[src/rtl/serial_sub4.sv]
// Bit-serial subtractor: d = x - y, one bit per clock, LSB first, with borrow-out.
// A single full-subtractor cell plus a borrow flop; start/busy/done handshake.
module serial_sub4 #(
    parameter int unsigned W = 4
) (
    input  logic         clk,
    input  logic         rst,
    input  logic         start,
    input  logic [W-1:0] x,
    input  logic [W-1:0] y,
    output logic         busy,
    output logic         done,
    output logic [W-1:0] d,
    output logic         b
);

    localparam int unsigned CntW = (W > 1) ? $clog2(W) : 1;
    localparam logic [CntW-1:0] LastCnt = CntW'(W - 1);

    typedef enum logic [1:0] {StIdle, StShift, StDone} state_e;

    state_e          state_q, state_d;
    logic [W-1:0]    xs_q, xs_d;
    logic [W-1:0]    ys_q, ys_d;
    logic [W-1:0]    res_q, res_d;
    logic [W-1:0]    d_q, d_d;
    logic            bf_q, bf_d;
    logic            b_q, b_d;
    logic [CntW-1:0] cnt_q, cnt_d;

    logic xi, yi, diff, bf_next;

    always_ff @(posedge clk) begin
        if (rst) begin
            state_q <= StIdle;
            xs_q    <= '0;
            ys_q    <= '0;
            res_q   <= '0;
            d_q     <= '0;
            bf_q    <= 1'b0;
            b_q     <= 1'b0;
            cnt_q   <= '0;
        end else begin
            state_q <= state_d;
            xs_q    <= xs_d;
            ys_q    <= ys_d;
            res_q   <= res_d;
            d_q     <= d_d;
            bf_q    <= bf_d;
            b_q     <= b_d;
            cnt_q   <= cnt_d;
        end
    end

    always_comb begin
        xi      = xs_q[0];
        yi      = ys_q[0];
        diff    = xi ^ yi ^ bf_q;
        bf_next = (~xi & yi) | (~(xi ^ yi) & bf_q);

        state_d = state_q;
        xs_d    = xs_q;
        ys_d    = ys_q;
        res_d   = res_q;
        d_d     = d_q;
        bf_d    = bf_q;
        b_d     = b_q;
        cnt_d   = cnt_q;

        unique case (state_q)
            StIdle, StDone: begin
                // DONE lasts one cycle; a pending start restarts with no bubble.
                if (start) begin
                    xs_d    = x;
                    ys_d    = y;
                    res_d   = '0;
                    bf_d    = 1'b0;
                    cnt_d   = '0;
                    state_d = StShift;
                end else begin
                    state_d = StIdle;
                end
            end
            StShift: begin
                xs_d  = xs_q >> 1;
                ys_d  = ys_q >> 1;
                bf_d  = bf_next;
                res_d = {diff, res_q[W-1:1]};
                cnt_d = cnt_q + CntW'(1);
                if (cnt_q == LastCnt) begin
                    d_d     = {diff, res_q[W-1:1]};
                    b_d     = bf_next;
                    state_d = StDone;
                end
            end
            default: state_d = StIdle;
        endcase
    end

    assign busy = (state_q == StShift);
    assign done = (state_q == StDone);
    assign d    = d_q;
    assign b    = b_q;

endmodule

[config.mk]
export PLATFORM = sky130hd
export DESIGN_NAME = serial_sub4
export DESIGN_NICKNAME = d
export VERILOG_FILES = /design/src/rtl/serial_sub4.sv
export SDC_FILE = /design/constraint.sdc
export NUM_CORES = 1
export LEC_CHECK = 0
export BUFFER_PORTS_ARGS = -buffer_cell sky130_fd_sc_hd__buf_4
export CORE_MARGIN = 5
export CORE_UTILIZATION = 39
export DETAILED_ROUTE_END_ITERATION = 7
export SYNTH_ARGS = -nofsm -noshare
export SYNTH_HDL_FRONTEND = slang
export SYNTH_SLANG_ARGS = --single-unit
[constraint.sdc]
create_clock -name clk -period 2.8 [get_ports clk]
set_input_delay 0.56 -clock clk [delete_from_list [all_inputs] [get_ports clk]]
set_output_delay 0.56 -clock clk [all_outputs]
set_load 0.05 [all_outputs]
==> results.json, run 1 <==
{
  "share_of_final_layout_standard_cells_stronger_than_drive_strength_1_pct": 20.5,
  "core-area_um2": 2170,
  "routedWlPerCell_um": 11.0,
  "number_of_clock_sinks_seen_by_cts": 21,
  "grt_remaining_overflow": 0,
  "path_class": "reg -> out",
  "grt_util_met1_pct": 14.7,
  "tritoncts": "yes",
  "shortest_period_the_worst_path_allows_ns": 2.21,
  "worst_r2r_endpoint": "b",
  "htreeDepth": 1,
  "regToRegStartpoint": "state_q[1]",
  "finalMaxSlewViolations": 0,
  "critical_path.endpoint_type": "output port",
  "antenna_found_initial": 0,
  "gr_util_met3_pct": 2.26,
  "starting_utilization_of_the_core_area_pct": 40.2,
  "cts_setup_buffers": 0,
  "rsz_0062_raised_after_global_routing": "false",
  "power.share.sequential_pct": 59.7,
  "power.share.clock_pct": 26.5,
  "max_root_sink_buffers": 2,
  "area.growth.synth_to_final_pct": 16.6,
  "globalRouteMet2Util_pct": 16.2,
  "outcome": "complete, no violations",
  "worst-r2r-cell-count": 4,
  "ff2ff_setup_slack_ns": 1.30,
  "synth-seq-area-share_pct": 48.2,
  "power.total_mw": 0.540,
  "grt_pass1_vias": 650,
  "dpl.cell_count": 141,
  "worst_setup_path_start_kind": "flop",
  "layout.filler_cells": 247,
  "cts_hold_buffers": 0,
  "max_cap_viol_count": 0,
  "post_synth_inst_count": 104,
  "timing.hold.worst.start": "d[0]",
  "ir_worst_vdd_mv": 0.258,
  "power.combinational.fraction_pct": 13.8,
  "power_density_nw_per_um2": 531,
  "timing.max_slew.rel_slack_pct": 63.9,
  "power.switching_fraction_pct": 26.5,
  "skew_ns": 0.00754,
  "fp.dieW_um": 57.3,
  "yosysTopAreaCellShare_pct": 48.2,
  "detailedRoute.firstIterationViolations": 21,
  "cts_resized": 0,
  "ys_warn_count": 0,
  "route.final.wire_length_um": 1600,
  "floorplan.rows": 17,
  "layoutNonFillerInstCount": 145,
  "insertedDiodeCount": 0,
  "finish.net_count": 131,
  "grt_busiest_layer": "met2",
  "whs_endpoint": "d[0]",
  "fmaxAchievable_mhz": 453,
  "maximum_number_of_pins_on_one_net_before_global_route_repair": 23,
  "drc": 0,
  "setup_tns_ns": 0,
  "post_syn_area_per_cell_um2": 8.39,
  "pin_count": 18,
  "power.switching_mw": 0.143,
  "synth_cell_type_count": 19,
  "hp-class": "reg -> reg",
  "syn_nets": 117,
  "cell_internal_pwr_mw": 0.397,
  "cp_max_fo": 22,
  "cp_cell_sequence": "nand2b_2 > inv_1 > buf_4",
  "cts-buffers-inserted": 3,
  "routabilityCongestion": 0.690,
  "setup_viol_count_final": 0,
  "die_y_um": 57.3,
  "dieArea_um2": 3280,
  "launch_point_of_the_worst_path": "state_q[1]",
  "drt_pre_antenna_iters": 3,
  "cts.root.buffer_cell": "clkbuf_4",
  "part_of_the_cycle_the_worst_path_needs_pct": 78.8,
  "clkSlewWorstSetupHoldPaths_ns": 0.12,
  "highest_delay_cell_along_the_critical_path": "nand2b_2",
  "hold_depth": 2,
  "worst_ep_arrival_time_ns": 1.65,
  "detailed_place_hpwl_um": 1110,
  "io_buffer_count": 17,
  "post_synth_instance_area_um2": 872,
  "p_leak_nw": 0.393,
  "required_ns": 2.24,
  "worstMarginPinSlew_ns": 0.540,
  "synthTopCellsByArea": "dfxtp_1 (48%), nand2_1 (9.5%), a21oi_1 (7.5%), nand3_1 (6.9%), a311oi_1 (6.0%)",
  "grt_pass1_wl_um": 2860,
  "route.antenna.remaining_nets": 0,
  "post-route-util_pct": 46.9,
  "ff_latch_count_synth": 21,
  "post-synth-top-area-cell": "dfxtp_1",
  "crit_path_max_incr_delay_ns": 0.37,
  "insertion_delay_ns": 0.30,
  "final-hold-violation-count": 0,
  "drt-vias-per-instance": 4.86,
  "num_vias": 705,
  "track_usage_pct": 11.0
}
routing by layer:
| metal | share of wire, % | vias to the layer above |
|---|---|---|
| met5 | 0 | - |
| met4 | 3.1 | 0 |
| met3 | 4.4 | 5 |
| met2 | 43 | 13 |
| met1 | 49 | 309 |
| li1 | - | 378 |
cells by family after synthesis:
group,count (synthesis),synth area share [%]
compound gates,21,16.1
buf+inv,11,6.46
fa+ha+maj,2,3.73
simple gates,49,25.5
flops,21,48.2
metrics by stage:
step	cell area (µm²)	hold WS [ns]	setup WS [ns]
final	1020	0.465	0.593
after floorplan	872	0.444	1.21
after global routing	1020	0.477	0.404
after global placement	990	0.446	0.962
after CTS	1020	0.468	0.578
after detailed placement	990	0.451	0.942
area by class of cell:
type                            instances  area, µm²  area share, %
Clock inverter                          1       5.00          0.492
Inverter                                3       11.3           1.11
Multi-Input combinational cell         72        395           38.9
Timing Repair Buffer                   17        128           12.5
Sequential cell                        21        420           41.3
Tap cell                               28       35.0           3.44
Clock buffer                            3       22.5           2.21
power by group through the flow:
stage               combinational, mW  clock [mW]  sequential, mW
floorplan                      0.0587           0           0.328
global placement               0.0741           0           0.329
detailed placement             0.0757           0           0.329
CTS                            0.0761       0.151           0.323
global route                   0.0863       0.164           0.325
finish                         0.0747       0.143           0.322
synth_stat cells (all sizes together):
cell type	n
ha	1
fa	1
nor2	8
nor2b	2
inv	3
clkbuf	3
nand2b	4
nand3b	1
a311oi	7
dfxtp	21
nand3	12
o21a	1
buf	5
a21oi	13
nand2	22
cell usage in the layout (no fill, tap or decap), types with 2 or more instances in the layout:
cell,synthesis,final
nor2_1,8,8
nand2b_1,2,2
buf_4,1,17
clkbuf_4,0,3
a21oi_1,13,13
nand3_1,12,12
a311oi_1,6,6
nor2b_1,2,2
inv_1,3,3
dfxtp_1,21,21
nand2_1,22,22
nand2b_2,2,2
worst max-delay path by stage:
stage | end
final | busy
after global routing | busy
after CTS | busy
after detailed placement | busy
after global placement | busy
after floorplan | done
critical path: cells and delay by family, from the launching register on:
kind / cells / cell delay (ns)
and+or+nand+nor: 1 / 0.37
buffers and inverters: 2 / 0.64
DFF: 1 / 0.33
flip-flops by register name, indices dropped and copies added (netlist names):
signal / cells
cnt_q: 2
state_q: 2
b: 1
d: 4
ys_q: 4
xs_q: 4
bf_q: 1
res_q: 3
No activity file was read; power rests on OpenSTA's default activity.
==> run 2: changes to the inputs <==
==> constraint.sdc (replaced) <==
create_clock -name clk -period 2.2 [get_ports clk]
set_input_delay 0.44 -clock clk [delete_from_list [all_inputs] [get_ports clk]]
set_output_delay 0.44 -clock clk [all_outputs]
set_load 0.05 [all_outputs]
==> results.json, run 2 (synthesis results as in run 1) <==
{
  "die_y_um": 57.3,
  "starting_utilization_of_the_core_area_pct": 40.2,
  "clkSlewWorstSetupHoldPaths_ns": 0.11,
  "crit_path_max_incr_delay_ns": 0.38,
  "insertedDiodeCount": 0,
  "layout.cell_area.non_filler_um2": 1020,
  "final_cell_mix": "nand2_1 (22), dfxtp_1 (21), buf_4 (18)",
  "cp_cell_sequence": "nand2b_2 > inv_1 > buf_4",
  "cts_setup_buffers": 0,
  "htreeDepth": 1,
  "fmaxAchievable_mhz": 553,
  "skew_ns": 0.00410,
  "worst_ep_arrival_time_ns": 1.37,
  "p_leak_nw": 0.395,
  "power.total_mw": 0.694,
  "regToRegStartpoint": "state_q[1]",
  "cts_hold_buffers": 0,
  "fp.dieW_um": 57.3,
  "outcome": "complete, no violations",
  "detailedRoute.firstIterationViolations": 5,
  "highest_delay_cell_along_the_critical_path": "nand2b_2",
  "dpl_cell_area_um2": 997,
  "ir_worst_vdd_mv": 0.436,
  "insertion_delay_ns": 0.30,
  "critical_path.endpoint_type": "output port",
  "grt_pass1_vias": 727,
  "detailed_place_hpwl_um": 1170,
  "worst_r2r_endpoint": "b",
  "tritoncts": "yes",
  "ff2ff_setup_slack_ns": 0.77,
  "part_of_the_cycle_the_worst_path_needs_pct": 82.2,
  "max_root_sink_buffers": 2,
  "cp_max_fo": 22,
  "worst-r2r-cell-count": 5,
  "final_common_cell": "nand2_1",
  "route.final.wire_length_um": 1710,
  "route.antenna.remaining_nets": 0,
  "setup_tns_ns": 0,
  "share_of_final_layout_standard_cells_stronger_than_drive_strength_1_pct": 20.3,
  "io_buffer_count": 17,
  "whs_endpoint": "ys_q[3]",
  "worstMarginPinSlew_ns": 0.504,
  "routabilityCongestion": 0.685,
  "drt_pre_antenna_iters": 4,
  "dieArea_um2": 3280,
  "track_usage_pct": 11.9,
  "drc": 0,
  "antenna_found_initial": 0,
  "layout.filler_cells": 238,
  "final-hold-violation-count": 0,
  "floorplan.rows": 17,
  "area.growth.synth_to_final_pct": 17.4,
  "number_of_clock_sinks_seen_by_cts": 21,
  "power_density_nw_per_um2": 678,
  "hp-class": "in -> reg",
  "cts.root.buffer_cell": "clkbuf_4",
  "required_ns": 1.76,
  "setup_viol_count_final": 0,
  "post-route-util_pct": 47.2,
  "grt_pass1_wl_um": 3110,
  "core-area_um2": 2170,
  "drt-vias-per-instance": 5.09,
  "timing.hold.worst.start": "y[3]",
  "finish.net_count": 132,
  "max_cap_viol_count": 0,
  "finalMaxSlewViolations": 0,
  "hold_depth": 3,
  "timing.max_slew.rel_slack_pct": 66.3,
  "cts-buffers-inserted": 3,
  "pin_count": 18,
  "cts_resized": 0,
  "grt_remaining_overflow": 0,
  "shortest_period_the_worst_path_allows_ns": 1.81,
  "num_vias": 743,
  "rsz_0062_raised_after_global_routing": "false",
  "path_class": "reg -> out",
  "maximum_number_of_pins_on_one_net_before_global_route_repair": 23,
  "routedWlPerCell_um": 11.7,
  "worst_setup_path_start_kind": "flop"
}
[run 2: cell count changes in the layout (fill, tap and decap cells not counted), sizes merged]
cell and change:
buf +1, clkbuf +1, clkinv -1
[run 2: worst max path at each step]
stage / from / end / slack, ns / depth (start not counted)
2_1_floorplan: state_q[0] / done / 0.73 / 1
3_3_place_gp: state_q[1] / busy / 0.75 / 3
3_5_place_dp: start / xs_q[0] / 0.72 / 4
4_1_cts: state_q[1] / busy / 0.38 / 3
5_1_grt: state_q[1] / busy / 0.26 / 3
6_report: state_q[1] / busy / 0.39 / 3
[run 2: layout make-up]
type | count | area [µm²] | share of cell area [%]
sequential | 21 | 420 | 41.1
inverter | 3 | 11.3 | 1.10
tap | 28 | 35.0 | 3.42
multi-input combinational | 72 | 395 | 38.6
timing repair buffer | 18 | 135 | 13.2
clock buffer | 4 | 26.3 | 2.57
[run 2: critical path: cells and delay by family (launching register included)]
family / cells / cell delay (ns)
buffers and inverters: 2 / 0.36
DFF: 1 / 0.33
and+or+nand+nor: 1 / 0.38
[run 2: per-stage QoR]
stage,setup slack [ns],std cells,hold slack [ns]
3_3_place_gp,0.746,142,0.445
6_report,0.393,146,0.374
5_1_grt,0.263,146,0.355
3_5_place_dp,0.725,142,0.452
2_1_floorplan,0.730,104,0.444
4_1_cts,0.380,146,0.369
[run 2: power by group]
| group | internal, mW | total (mW) | switching [mW] |
|---|---|---|---|
| clock | 0.0707 | 0.185 | 0.115 |
| combinational | 0.0398 | 0.0977 | 0.0579 |
| sequential | 0.399 | 0.411 | 0.0118 |
[run 2: metal layers]
| layer | global-route usage (%) | wire [µm] | vias up |
|---|---|---|---|
| li1 | - | - | 378 |
| met1 | 15.1 | 824 | 345 |
| met4 | 1.99 | 12 | 0 |
| met3 | 5.20 | 91 | 2 |
| met2 | 18.9 | 778 | 18 |
| met5 | 0 | 0 | - |
==> run 3: changes to the inputs <==
--- a/config.mk
+++ b/config.mk
@@ -5,6 +5,7 @@
 export SDC_FILE = /design/constraint.sdc
 export NUM_CORES = 1
 export LEC_CHECK = 0
+export ABC_AREA = 1
 export BUFFER_PORTS_ARGS = -buffer_cell sky130_fd_sc_hd__buf_4
 export CORE_MARGIN = 5
 export CORE_UTILIZATION = 39
==> constraint.sdc (replaced) <==
create_clock -name clk -period 1.7 [get_ports clk]
set_input_delay 0.34 -clock clk [delete_from_list [all_inputs] [get_ports clk]]
set_output_delay 0.34 -clock clk [all_outputs]
set_load 0.05 [all_outputs]
==> results.json, run 3 <==
{
  "clkSlewWorstSetupHoldPaths_ns": 0.11,
  "cts_hold_buffers": 0,
  "layout.filler_cells": 285,
  "worst_ep_arrival_time_ns": 1.25,
  "setup_ws_ns": 0.107,
  "tritoncts": "yes",
  "synth_enable_flop_cells": 0,
  "cts.root.buffer_cell": "clkbuf_4",
  "crit_path_max_incr_delay_ns": 0.50,
  "cts-buffers-inserted": 3,
  "die_y_um": 62.4,
  "routedWlPerCell_um": 10.9,
  "worst_setup_path_start_kind": "flop",
  "cp.depth": 3,
  "grt_pass1_vias": 800,
  "layoutNonFillerInstCount": 178,
  "dpl.cell_count": 174,
  "skew_ns": 0.00746,
  "ff2ff_setup_slack_ns": 0.46,
  "grt_pass1_wl_um": 3430,
  "ys_warn_count": 0,
  "shortest_period_the_worst_path_allows_ns": 1.59,
  "timing.max_slew.rel_slack_pct": 68.1,
  "hp-class": "in -> reg",
  "insertion_delay_ns": 0.30,
  "cp_max_fo": 8,
  "final_cell_mix": "nand2_1 (29), dfxtp_1 (21), inv_1 (18), buf_4 (18), nand3_1 (17)",
  "worst-r2r-cell-count": 5,
  "cts_setup_buffers": 0,
  "number_of_clock_sinks_seen_by_cts": 21,
  "drc": 0,
  "num_vias": 839,
  "post_synth_instance_area_um2": 1070,
  "route.antenna.remaining_nets": 0,
  "max_cap_viol_count": 0,
  "maximum_number_of_pins_on_one_net_before_global_route_repair": 23,
  "finalMaxSlewViolations": 0,
  "finish.net_count": 161,
  "synth.most_common_cell": "nand2_1",
  "path_class": "reg -> out",
  "route.final.wire_length_um": 1950,
  "cp_cell_sequence": "inv_4 > nor2_1 > buf_4",
  "critPathBufInv": 2,
  "detailedRoute.firstIterationViolations": 39,
  "antenna_found_initial": 0,
  "area.growth.synth_to_final_pct": 11.7,
  "synthTopCellsByArea": "dfxtp_1 (39%), nand2_1 (10%), nand3_1 (7.9%), nand3_2 (6.5%), inv_1 (6.3%)",
  "cpLargestDelayFamily": "flip-flops",
  "share_of_final_layout_standard_cells_stronger_than_drive_strength_1_pct": 27.9,
  "yosysTopAreaCellShare_pct": 39.2,
  "routabilityCongestion": 0.742,
  "worstMarginPinSlew_ns": 0.476,
  "setup_viol_count_final": 0,
  "fmaxAchievable_mhz": 628,
  "htreeDepth": 1,
  "part_of_the_cycle_the_worst_path_needs_pct": 93.7,
  "post_synth_most_frequent_cells": "nand2_1 (29), dfxtp_1 (21), inv_1 (18)",
  "critical_path.endpoint_type": "output port",
  "highest_delay_cell_along_the_critical_path": "dfxtp_1",
  "starting_utilization_of_the_core_area_pct": 39.9,
  "ir_worst_vdd_mv": 0.577,
  "insertedDiodeCount": 0,
  "synth_cell_type_count": 21,
  "async_reset_ff_share_pct": 0,
  "dominantRegCellSynth": "dfxtp_1",
  "hold_depth": 3,
  "core-area_um2": 2690,
  "post_syn_area_per_cell_um2": 8.12,
  "io_buffer_count": 17,
  "ff_latch_count_synth": 21,
  "cts_resized": 0,
  "power_density_nw_per_um2": 806,
  "setup_tns_ns": 0,
  "rsz_0062_raised_after_global_routing": "false",
  "post_place_setup_slack_ns": 0.439,
  "p_leak_nw": 0.547,
  "fp.dieW_um": 62.4,
  "synth-seq-area-share_pct": 39.2,
  "drt-vias-per-instance": 4.71,
  "post_synth_inst_count": 132,
  "detailed_place_hpwl_um": 1440,
  "pin_count": 18,
  "final_common_cell": "nand2_1",
  "final-hold-violation-count": 0,
  "track_usage_pct": 10.5,
  "syn_nets": 145,
  "drt_pre_antenna_iters": 2,
  "outcome": "complete, no violations",
  "post-synth-top-area-cell": "dfxtp_1",
  "required_ns": 1.36,
  "hold-worst-slack_ns": 0.260,
  "grt_remaining_overflow": 0,
  "dieArea_um2": 3900,
  "floorplan.rows": 19,
  "max_root_sink_buffers": 2
}
==> run 3: cell count changes in the layout (fill, tap and decap cells not counted), moves of 5 or more <==
cell / change
inv_1: +15
a21oi_1: -10
a21oi_2: +7
nand2_1: +7
nand3_2: +7
a311oi_1: -6
nor3_1: +6
nand3_1: +5
==> run 3: final timing paths <==
| kind | start | end |
|---|---|---|
| worst min-delay path | y[1] | ys_q[1] |
| worst max register to register | state_q[0] | state_q[0] |
| worst max-delay path | state_q[1] | done |
| worst min register to register | d[0] | d[0] |
==> run 3: logic make-up after synthesis <==
family | Yosys count | share of synthesized area (%)
DFF | 21 | 39.2
AOI/OAI and AO/OA | 12 | 8.05
and+or+nand+nor | 70 | 34.9
buffers and inverters | 27 | 14.8
adders and majority gates | 2 | 3.03
==> run 3: through the flow <==
stage	power, mW	cell area (µm²)	utilization [%]
4_1_cts	0.978	1200	44.6
5_1_grt	1.02	1200	44.6
6_report	0.965	1200	44.6
2_1_floorplan	0.709	1070	-
3_5_place_dp	0.734	1170	43.5
3_3_place_gp	0.734	1170	43.5
==> run 3: layout make-up <==
cell class	count	area (µm²)	area share, %
clock inverter	1	5.00	0.418
tap	31	38.8	3.24
timing repair buffer	18	135	11.3
sequential	21	420	35.1
clock buffer	3	22.5	1.88
multi-input combinational	84	493	41.2
inverter	20	82.6	6.90
==> run 3: worst register-to-register path, cell delays in order, from the launching register on <==
cell and delay [ns]:
dfxtp_1 0.43, inv_6 0.06, nand2_2 0.36, nand2_1 0.15
nand2_1 0.08, a21oi_1 0.05
==> run 3: power breakdown <==
part,leakage [nW],total [mW],internal (mW),switching [mW]
Sequential,0.172,0.536,0.520,0.0164
Combinational,0.358,0.186,0.0729,0.113
Clock,0.0177,0.243,0.0877,0.155
Total,0.547,0.965,0.680,0.284
==> run 3: routing by layer <==
layer | up-vias | share of wire [%] | GRT usage [%]
li1 | 449 | - | -
met1 | 376 | 47 | 12.5
met3 | 2 | 5.0 | 4.14
met2 | 12 | 47 | 18.1
met5 | - | 0 | 0
met4 | 0 | 0.46 | 1.59
